===== src/rtl/audio_pkg.sv =====
// audio_pkg
// Shared constants and types for the I2S audio output path.
//   ACC_INC / ACC_MOD : fractional MCLK accumulator step and modulus
//                       (74.25 MHz * 245760 / 742500 = 2 * 12.288 MHz)
//   SAMPLE_W          : PCM bits per channel
//   SLOT_W            : SCLK slots per channel (LRCK half-period)
//   stereo_pair_t     : one left/right PCM pair
package audio_pkg;

  localparam int ACC_W      = 22;
  localparam int SAMPLE_W   = 16;
  localparam int SLOT_W     = 32;
  localparam int SLOT_CNT_W = $clog2(SLOT_W);

  localparam logic [ACC_W-1:0] ACC_INC = 22'd245760;
  localparam logic [ACC_W-1:0] ACC_MOD = 22'd742500;

  typedef struct packed {
    logic [SAMPLE_W-1:0] left;
    logic [SAMPLE_W-1:0] right;
  } stereo_pair_t;

  // Serial bit for slot k of a channel: I2S places the MSB in slot 1
  // (one SCLK after the LRCK edge) and the LSB in slot 16; all other
  // slots carry zero.
  function automatic logic slot_bit(input logic [SAMPLE_W-1:0]   chan,
                                    input logic [SLOT_CNT_W-1:0] k);
    logic [SLOT_CNT_W-1:0] idx;
    idx = 5'd16 - k;
    if (k >= 5'd1 && k <= 5'd16)
      return chan[idx[3:0]];
    else
      return 1'b0;
  endfunction

endpackage


===== src/rtl/audio_clock_gen.sv =====
// audio_clock_gen
// Derives the 12.288 MHz MCLK from clk_74a with a fractional accumulator
// and produces the single-cycle SCLK falling-edge strobe (MCLK / 4).
// Ports:
//   clock      in  74.25 MHz system clock
//   reset      in  asynchronous, active-high
//   audio_mclk out registered MCLK
//   sclk_fall  out one-cycle strobe, the cycle in which SCLK falls
module audio_clock_gen
  import audio_pkg::*;
(
  input  logic clock,
  input  logic reset,
  output logic audio_mclk,
  output logic sclk_fall
);

  logic [ACC_W-1:0] acc;
  logic [ACC_W-1:0] acc_nxt;
  logic             wrap;
  logic             mclk_rise;
  logic [1:0]       div;

  // The accumulator never exceeds ACC_MOD-1 + ACC_INC, which fits in
  // 22 bits, so no carry-out is lost.
  always_comb begin
    acc_nxt   = acc + ACC_INC;
    wrap      = (acc_nxt >= ACC_MOD);
    mclk_rise = wrap && !audio_mclk;
    // SCLK is div[1]; it falls on the rise that takes div from 3 to 0.
    sclk_fall = mclk_rise && (div == 2'd3);
  end

  always_ff @(posedge clock or posedge reset) begin
    if (reset) begin
      acc        <= '0;
      audio_mclk <= 1'b0;
      div        <= 2'd0;
    end else begin
      if (wrap) begin
        acc        <= acc_nxt - ACC_MOD;
        audio_mclk <= ~audio_mclk;
      end else begin
        acc <= acc_nxt;
      end
      if (mclk_rise)
        div <= div + 2'd1;
    end
  end

endmodule


===== src/rtl/audio_i2s_out.sv =====
// audio_i2s_out
// I2S transmitter for the Pocket scaler audio interface. Accepts 16-bit
// stereo PCM pairs over valid/ready into a one-deep holding register,
// loads them into the active pair at each frame start (LRCK 1->0) and
// shifts them out MSB first with the standard one-SCLK I2S delay.
// Ports:
//   clock        in  74.25 MHz system clock
//   reset        in  asynchronous, active-high
//   sample_left  in  signed PCM, left channel
//   sample_right in  signed PCM, right channel
//   sample_valid in  pair offered
//   sample_ready out holding register empty
//   mute         in  force DAC data to zero from the next slot
//   underrun     out one-cycle pulse, frame started with no new pair
//   audio_mclk   out 12.288 MHz
//   audio_lrck   out 0 = left, 1 = right
//   audio_dac    out serial data
module audio_i2s_out
  import audio_pkg::*;
(
  input  logic                clock,
  input  logic                reset,
  input  logic [SAMPLE_W-1:0] sample_left,
  input  logic [SAMPLE_W-1:0] sample_right,
  input  logic                sample_valid,
  output logic                sample_ready,
  input  logic                mute,
  output logic                underrun,
  output logic                audio_mclk,
  output logic                audio_lrck,
  output logic                audio_dac
);

  logic                  sclk_fall;
  logic [SLOT_CNT_W-1:0] slot;
  logic [SLOT_CNT_W-1:0] slot_nxt;
  logic                  lrck_nxt;
  logic                  frame_start;
  logic                  take;
  logic                  hold_full;
  logic                  hold_full_nxt;
  stereo_pair_t          hold_q;
  stereo_pair_t          active_q;
  logic [SAMPLE_W-1:0]   chan;
  logic                  dac_nxt;

  audio_clock_gen u_clock_gen (
    .clock      (clock),
    .reset      (reset),
    .audio_mclk (audio_mclk),
    .sclk_fall  (sclk_fall)
  );

  always_comb begin
    slot_nxt    = slot + 5'd1;
    lrck_nxt    = (slot == 5'd31) ? ~audio_lrck : audio_lrck;
    frame_start = sclk_fall && (slot == 5'd31) && audio_lrck;
    take        = sample_valid && sample_ready;

    // Unload at frame start first, then capture, so a simultaneous
    // capture always leaves the holding register full.
    hold_full_nxt = hold_full;
    if (frame_start)
      hold_full_nxt = 1'b0;
    if (take)
      hold_full_nxt = 1'b1;

    // Channel follows the LRCK value of the slot being entered. At the
    // frame-start edge the slot entered is slot 0, which is always zero,
    // so using the pre-update active pair there is harmless.
    chan    = lrck_nxt ? active_q.right : active_q.left;
    dac_nxt = !mute && slot_bit(chan, slot_nxt);
  end

  always_ff @(posedge clock or posedge reset) begin
    if (reset) begin
      slot         <= '0;
      audio_lrck   <= 1'b0;
      audio_dac    <= 1'b0;
      underrun     <= 1'b0;
      sample_ready <= 1'b0;
      hold_full    <= 1'b0;
      hold_q       <= '0;
      active_q     <= '0;
    end else begin
      underrun  <= frame_start && !hold_full;
      hold_full <= hold_full_nxt;
      // Registered copy of !hold_full; held low while in reset.
      sample_ready <= !hold_full_nxt;

      if (frame_start && hold_full)
        active_q <= hold_q;
      if (take)
        hold_q <= stereo_pair_t'{left: sample_left, right: sample_right};

      if (sclk_fall) begin
        slot       <= slot_nxt;
        audio_lrck <= lrck_nxt;
        audio_dac  <= dac_nxt;
      end
    end
  end

endmodule


===== config.mk =====
export PLATFORM = sky130hd
export DESIGN_NAME = audio_i2s_out
export DESIGN_NICKNAME = d
export VERILOG_FILES = /design/src/rtl/audio_pkg.sv /design/src/rtl/audio_clock_gen.sv /design/src/rtl/audio_i2s_out.sv
export SDC_FILE = /design/constraint.sdc
export NUM_CORES = 1
export LEC_CHECK = 0
export BUFFER_PORTS_ARGS = -buffer_cell sky130_fd_sc_hd__buf_2
export CAP_MARGIN = 15
export CELL_PAD_IN_SITES_DETAIL_PLACEMENT = 1
export CELL_PAD_IN_SITES_GLOBAL_PLACEMENT = 1
export CORE_AREA = 2 2 104 106
export CTS_CLUSTER_SIZE = 24
export DETAILED_ROUTE_END_ITERATION = 8
export DIE_AREA = 0 0 106 108
export PLACE_DENSITY_LB_ADDON = 0.1
export RECOVER_POWER = 50
export SLEW_MARGIN = 15
export SYNTH_ARGS = -nofsm -noshare
export SYNTH_HDL_FRONTEND = slang
export SYNTH_SLANG_ARGS = --single-unit

===== constraint.sdc =====
create_clock -name clock -period 4.6 [get_ports clock]
set_input_delay 0.92 -clock clock [delete_from_list [all_inputs] [get_ports clock]]
set_output_delay 0.92 -clock clock [all_outputs]
set_load 0.03 [all_outputs]

* Word level (Yosys, flattened, before mapping)
Cells that the tools add are included.
** Storage, ports and cells
- Memories kept :: 0
- Output and inout bits :: 5
- Flip-flop bits (word level) :: 99
- Bits in writable memories :: 0
- Bits in read-only memories :: 0
- Logic and storage cells :: 47
- Input port bits :: 36
- Bits in latches :: 0
** Cells by class
- Bitwise gates (word level) :: 2
- Reduce and logical (&&, ||, !) cells :: 13
- Shift operators :: 0
- Equality and inequality tests :: 2
- $mul :: 0
- Add/subtract/negate cells :: 5
- Muxes and demuxes :: 8
- Divide/modulo/power cells :: 0
- Order comparisons :: 4
** Operators by type and width (number)
- adder 22 x 18 -> 22 bit, second input constant :: 1
- >= comparator 22 x 20 -> 1 bit, second input constant :: 1
- two-way mux 22 bit :: 1
- subtractor 22 x 20 -> 22 bit, second input constant :: 1
- two-way mux 16 bit :: 1
- logical AND 1 bit :: 9
- adder 5 x 1 -> 5 bit, second input constant :: 1
- equality test 5 bit, second input constant :: 1
- >= comparator 5 x 1 -> 1 bit, second input constant :: 1
- <= comparator 5 bit, second input constant :: 1
- less-than comparator 4 x 5 -> 1 bit, second input constant :: 1
- two-way mux 1 bit :: 5
- binary-select mux 1 bit (select 4 bit) :: 1
- zero test 1 bit :: 4
- subtractor 1 x 4 -> 4 bit, first input constant :: 1
- adder 2 x 1 -> 2 bit, second input constant :: 1
- equality test 2 bit, second input constant :: 1
- NOT 1 bit :: 2

* Depth between registers and ports, before layout
- Word-level depth :: 9
- Depth in mapped cells :: 12
- Depth with buffers taken out :: 10

* Modules after synthesis
Synthesis repeated with hierarchy kept, for this count alone.
** Second synthesis, totals
- Cell total of the unflattened synthesis :: 383
- Area, all modules :: 4564.4 sq um
** By module, submodules not included
- audio_i2s_out :: area an instance 3145.5 sq um, instances 1, cells an instance 239, sequential area each 1851.8 sq um
- audio_clock_gen :: area an instance 1418.9 sq um, instances 1, cells an instance 144, sequential area each 575.6 sq um

* Least setup slack after synthesis
Ideal clock, no wire load.
- Path kind :: reg2reg
- From :: register slot[0]
- To :: register audio_dac
- Arrival :: 2.714 ns
- Clock period less this slack :: 2.824 ns
- Setup time :: 0.110 ns
- Data required time :: 4.490 ns
- Path slack :: 1.776 ns
- Stages on the path, launching flop included :: 12
- Buffers on the path :: 2
- Cell sequence :: dfrtp_1 -> buf_2 -> inv_1 -> ha_1 -> buf_4 -> and4bb_1 -> a211oi_2 -> o21ai_1 -> nand3_1 -> and3_1 -> o41a_1 -> o41ai_1
** On the way
- Elaborated cells between the ends (all ways) :: 12
- Classes of those cells :: add/sub (2); order compare (2); eq/ne (1); mux (5); reduce/logical (2)
** RTL lines
- start: declaration :: line audio_i2s_out.sv:35 : logic [SLOT_CNT_W-1:0] slot;
- start signal: assignment :: line audio_i2s_out.sv:97 : slot <= slot_nxt;
- adder 5 x 1 -> 5 bit * :: line audio_i2s_out.sv:55 : slot_nxt = slot + 5'd1;
- named net slot_nxt[0] :: line audio_i2s_out.sv:36 : logic [SLOT_CNT_W-1:0] slot_nxt;
- subtractor 1 x 4 -> 4 bit :: line audio_pkg.sv:29 : idx = 5'd16 - k;
- binary-select mux 1 bit (select 4 bit) :: line audio_pkg.sv:31 : return chan[idx[3:0]];
- two-way mux 1 bit (implied by the code) :: line audio_pkg.sv:31
- two-way mux 1 bit * :: line audio_pkg.sv:30 : if (k >= 5'd1 && k <= 5'd16)
- logical AND 1 bit * :: line audio_i2s_out.sv:72 : dac_nxt = !mute && slot_bit(chan, slot_nxt);
- end signal: assignment :: line audio_i2s_out.sv:99 : audio_dac <= dac_nxt;
- end: declaration :: line audio_i2s_out.sv:31 : output logic audio_dac
Mark *: on every way through the listed nets, which the timed path passes. The rest lies on a longest branch. The select of a mux whose other input is x is not followed.
A chain may end at the register's enable or synchronous reset.

* Worst setup path after layout
Same ends and word-level chain as after synthesis.

==> impl_metrics.json <==
{
  "area_delta_synth_final_pct": 10.1,
  "ir_drop_v": 0.000202,
  "drt_first_iter_violations": 83,
  "r2r-start": "slot[0]$_DFFE_PP0P_",
  "p_clk_frac": 0.333,
  "tns_ns": 0,
  "drtAntennaViolNets": 0,
  "vias": 3178,
  "fillers": 1101,
  "min_period_ns": 3.31,
  "clk_pin_slew_ns": 0.09,
  "clkLatencyLatePin_ns": 0.37,
  "timing.final.ws_setup_ns": 1.29,
  "design.die.area_sq_um": 11400,
  "timing.final.hold_violations": 0,
  "endpoint_kind": "flop",
  "cts_sinks": 97,
  "crit_type": "reg2reg",
  "yosysUniqueCellTypes": 57,
  "port_buffers": 40,
  "place.gp.congestion": 0.811,
  "slew_headroom": -0.961,
  "switching_share": 0.241,
  "num_io_pins": 41,
  "grt_start_max_net_pins": 68,
  "path_max_fanout": 10,
  "grt_use_total": 0.196,
  "powerDensity_nw_per_um2": 317,
  "syn-num-nets": 444,
  "hold_path.class": "reg2reg",
  "drive_gt1_frac": 0.302,
  "achievable-frequency_mhz": 302,
  "avgSynthCellArea_sq_um": 12.0,
  "pre_cts_ws_ns": 1.35,
  "route.final.wire_length_microns": 10200,
  "cap_violations": 2,
  "rows": 37,
  "reg2reg_depth": 9,
  "syn-instance-count": 400,
  "hold_buffers": 0,
  "rrSetupSlack_ns": 1.29,
  "drt_pass1_iterations": 4,
  "cts_tree": "done",
  "grt_overflow": 0,
  "viasPerCell": 5.48,
  "antenna_found_initial": 0,
  "whs_path_depth": 1,
  "start_util": 0.471,
  "synthFlopType": "dfrtp_1",
  "drc_errors": 0,
  "num-nets-final": 483,
  "startpoint_type": "flop",
  "p_sw_uw": 404,
  "r2r_end": "audio_dac$_DFFE_PP0P_",
  "antenna_cells": 0,
  "worstHoldEndpoint": "u_clock_gen.div[0]$_DFFE_PP0P_",
  "ys_warn_count": 0,
  "synth.cell_area_sq_um": 4810,
  "tightest_slew_ns": 2.93,
  "final_cell_mix": "dfrtp_1, buf_2, mux2_2",
  "total_leakage_power_uw": 0.00249,
  "fin_crit_sh": 0.720,
  "die_h_microns": 108,
  "intPower_uw": 1270,
  "setup_viol": 0,
  "final_common_cell": "dfrtp_1",
  "core-area_sq_um": 10200,
  "grt_pass1_vias": 3417,
  "dp_hpwl_microns": 7370,
  "avgRoutedWirePerCell_microns": 17.6,
  "cp.required_ns": 4.86,
  "cts_resized": 0,
  "htreeDepth": 3,
  "pwr-share-seq": 0.590,
  "grt_first_pass_wirelength_microns": 17500,
  "dieWidth_microns": 106,
  "ys_seq_area_frac": 0.504,
  "clockRootBuffer": "clkbuf_8",
  "clock_path_buffers": 2,
  "critical_path_arrival_ns": 3.57,
  "cts_made_buffers": 9,
  "slew_violations": 102,
  "hold_start": "u_clock_gen.div[0]$_DFFE_PP0P_",
  "post_cts_buffers": 0,
  "violations": "max-capacitance violations, max-slew violations",
  "pwr-share-comb": 0.077,
  "status": "finished, violations left",
  "rsz0062_at_grt": "no",
  "synth-edff-count": 0,
  "ys_seq_elements": 97,
  "synthArstFlopShare": 1.00,
  "final.setup_skew_ns": 0.0125
}
-- Yosys cell counts, types with 3 or more instances --
master / count / area, sq um
o21ai_0: 19 / 95.1
a21oi_1: 10 / 50.1
xor2_1: 10 / 87.6
clkbuf_1: 3 / 11.3
mux2_1: 3 / 33.8
dfrtp_1: 97 / 2430
xnor2_1: 20 / 175
ha_1: 8 / 100
mux2_4: 30 / 450
buf_2: 5 / 25.0
o22ai_1: 8 / 50.1
buf_6: 3 / 33.8
and3_1: 7 / 43.8
nand2b_1: 4 / 25.0
mux2_2: 37 / 417
o21a_1: 3 / 22.5
nand3_1: 18 / 90.1
nor2_1: 20 / 75.1
nor3_1: 7 / 35.0
nor2b_1: 8 / 50.1
nand2_1: 18 / 67.6
o211ai_1: 3 / 22.5
buf_4: 3 / 22.5
o21ai_1: 3 / 15.0
inv_1: 13 / 48.8
-- layer usage --
layer | vias to the layer above | part of all wire | global-route usage
met2 | 38 | 0.46 | 0.308
met3 | 15 | 0.020 | 0.0283
li1 | 1506 | - | -
met1 | 1619 | 0.50 | 0.277
met4 | 0 | 0.018 | 0.0752
met5 | - | 0 | 0
-- layout make-up --
class / count / area [sq um] / share of cell area
multi-input combinational: 274 / 2240 / 0.422
sequential: 97 / 2430 / 0.458
inverter: 13 / 50.0 / 0.00944
clock buffer: 10 / 128 / 0.0241
timing repair buffer: 44 / 223 / 0.0420
clock inverter: 6 / 65.1 / 0.0123
tap: 136 / 170 / 0.0321
-- critical path, cell delays in order (launching register included) --
cell      delay (ns)
dfrtp_1         0.51
inv_1           0.17
ha_1            0.44
and4bb_1        0.33
a211oi_2        0.07
nor3_1          0.63
o21ai_0         0.16
and3_1          0.20
o41a_1          0.39
o41ai_1         0.30
-- cell families (layout without fill, tap and decap cells) --
kind of cell,Yosys count,in the layout,synth area share
simple gates,99,99,0.110
flops,97,97,0.504
mux,70,70,0.187
compound gates,67,67,0.0920
xor+xnor,30,30,0.0546
buf+inv,29,73,0.0309
fa+ha+maj,8,8,0.0208
-- sequential cells by signal, summed over array words and instances (netlist names) --
| name | cells |
|---|---|
| audio_lrck | 1 |
| u_clock_gen.acc | 20 |
| sample_ready | 1 |
| active_q | 32 |
| slot | 5 |
| u_clock_gen.audio_mclk | 1 |
| u_clock_gen.div | 2 |
| audio_dac | 1 |
| hold_full | 1 |
| underrun | 1 |
| hold_q | 32 |
-- how the worst max path moves through the flow --
stage / start / end / slack, ns / depth (start not counted)
final: slot[0]$_DFFE_PP0P_ / audio_dac$_DFFE_PP0P_ / 1.29 / 9
after global routing: reset / active_q[29]$_DFFE_PP0P_ / 0.89 / 3
after CTS: slot[0]$_DFFE_PP0P_ / audio_dac$_DFFE_PP0P_ / 1.30 / 9
after detailed placement: slot[0]$_DFFE_PP0P_ / audio_dac$_DFFE_PP0P_ / 1.35 / 9
after global placement: u_clock_gen.acc[14]$_DFF_PP0_ / active_q[30]$_DFFE_PP0P_ / 1.50 / 10
after floorplan: reset / active_q[0]$_DFFE_PP0P_ / 1.15 / 1
-- through the flow --
stage	hold WS, ns	total power (uW)	utilization	std cells	area [sq um]
final	0.484	1680	0.518	580	5300
after global placement	0.462	1130	0.500	564	5120
after global routing	0.510	1760	0.518	580	5300
after floorplan	0.436	1090	-	400	4810
after detailed placement	0.476	1140	0.500	564	5120
after CTS	0.489	1700	0.519	580	5310
-- power by group through the flow --
stage / Clock [uW] / Sequential, uW / Combinational [uW]
floorplan: 0 / 986 / 99.5
global placement: 0 / 1000 / 126
detailed placement: 0 / 1010 / 134
CTS: 577 / 992 / 134
global route: 608 / 1000 / 147
finish: 559 / 989 / 130
No activity file was read; power rests on OpenSTA's default activity.
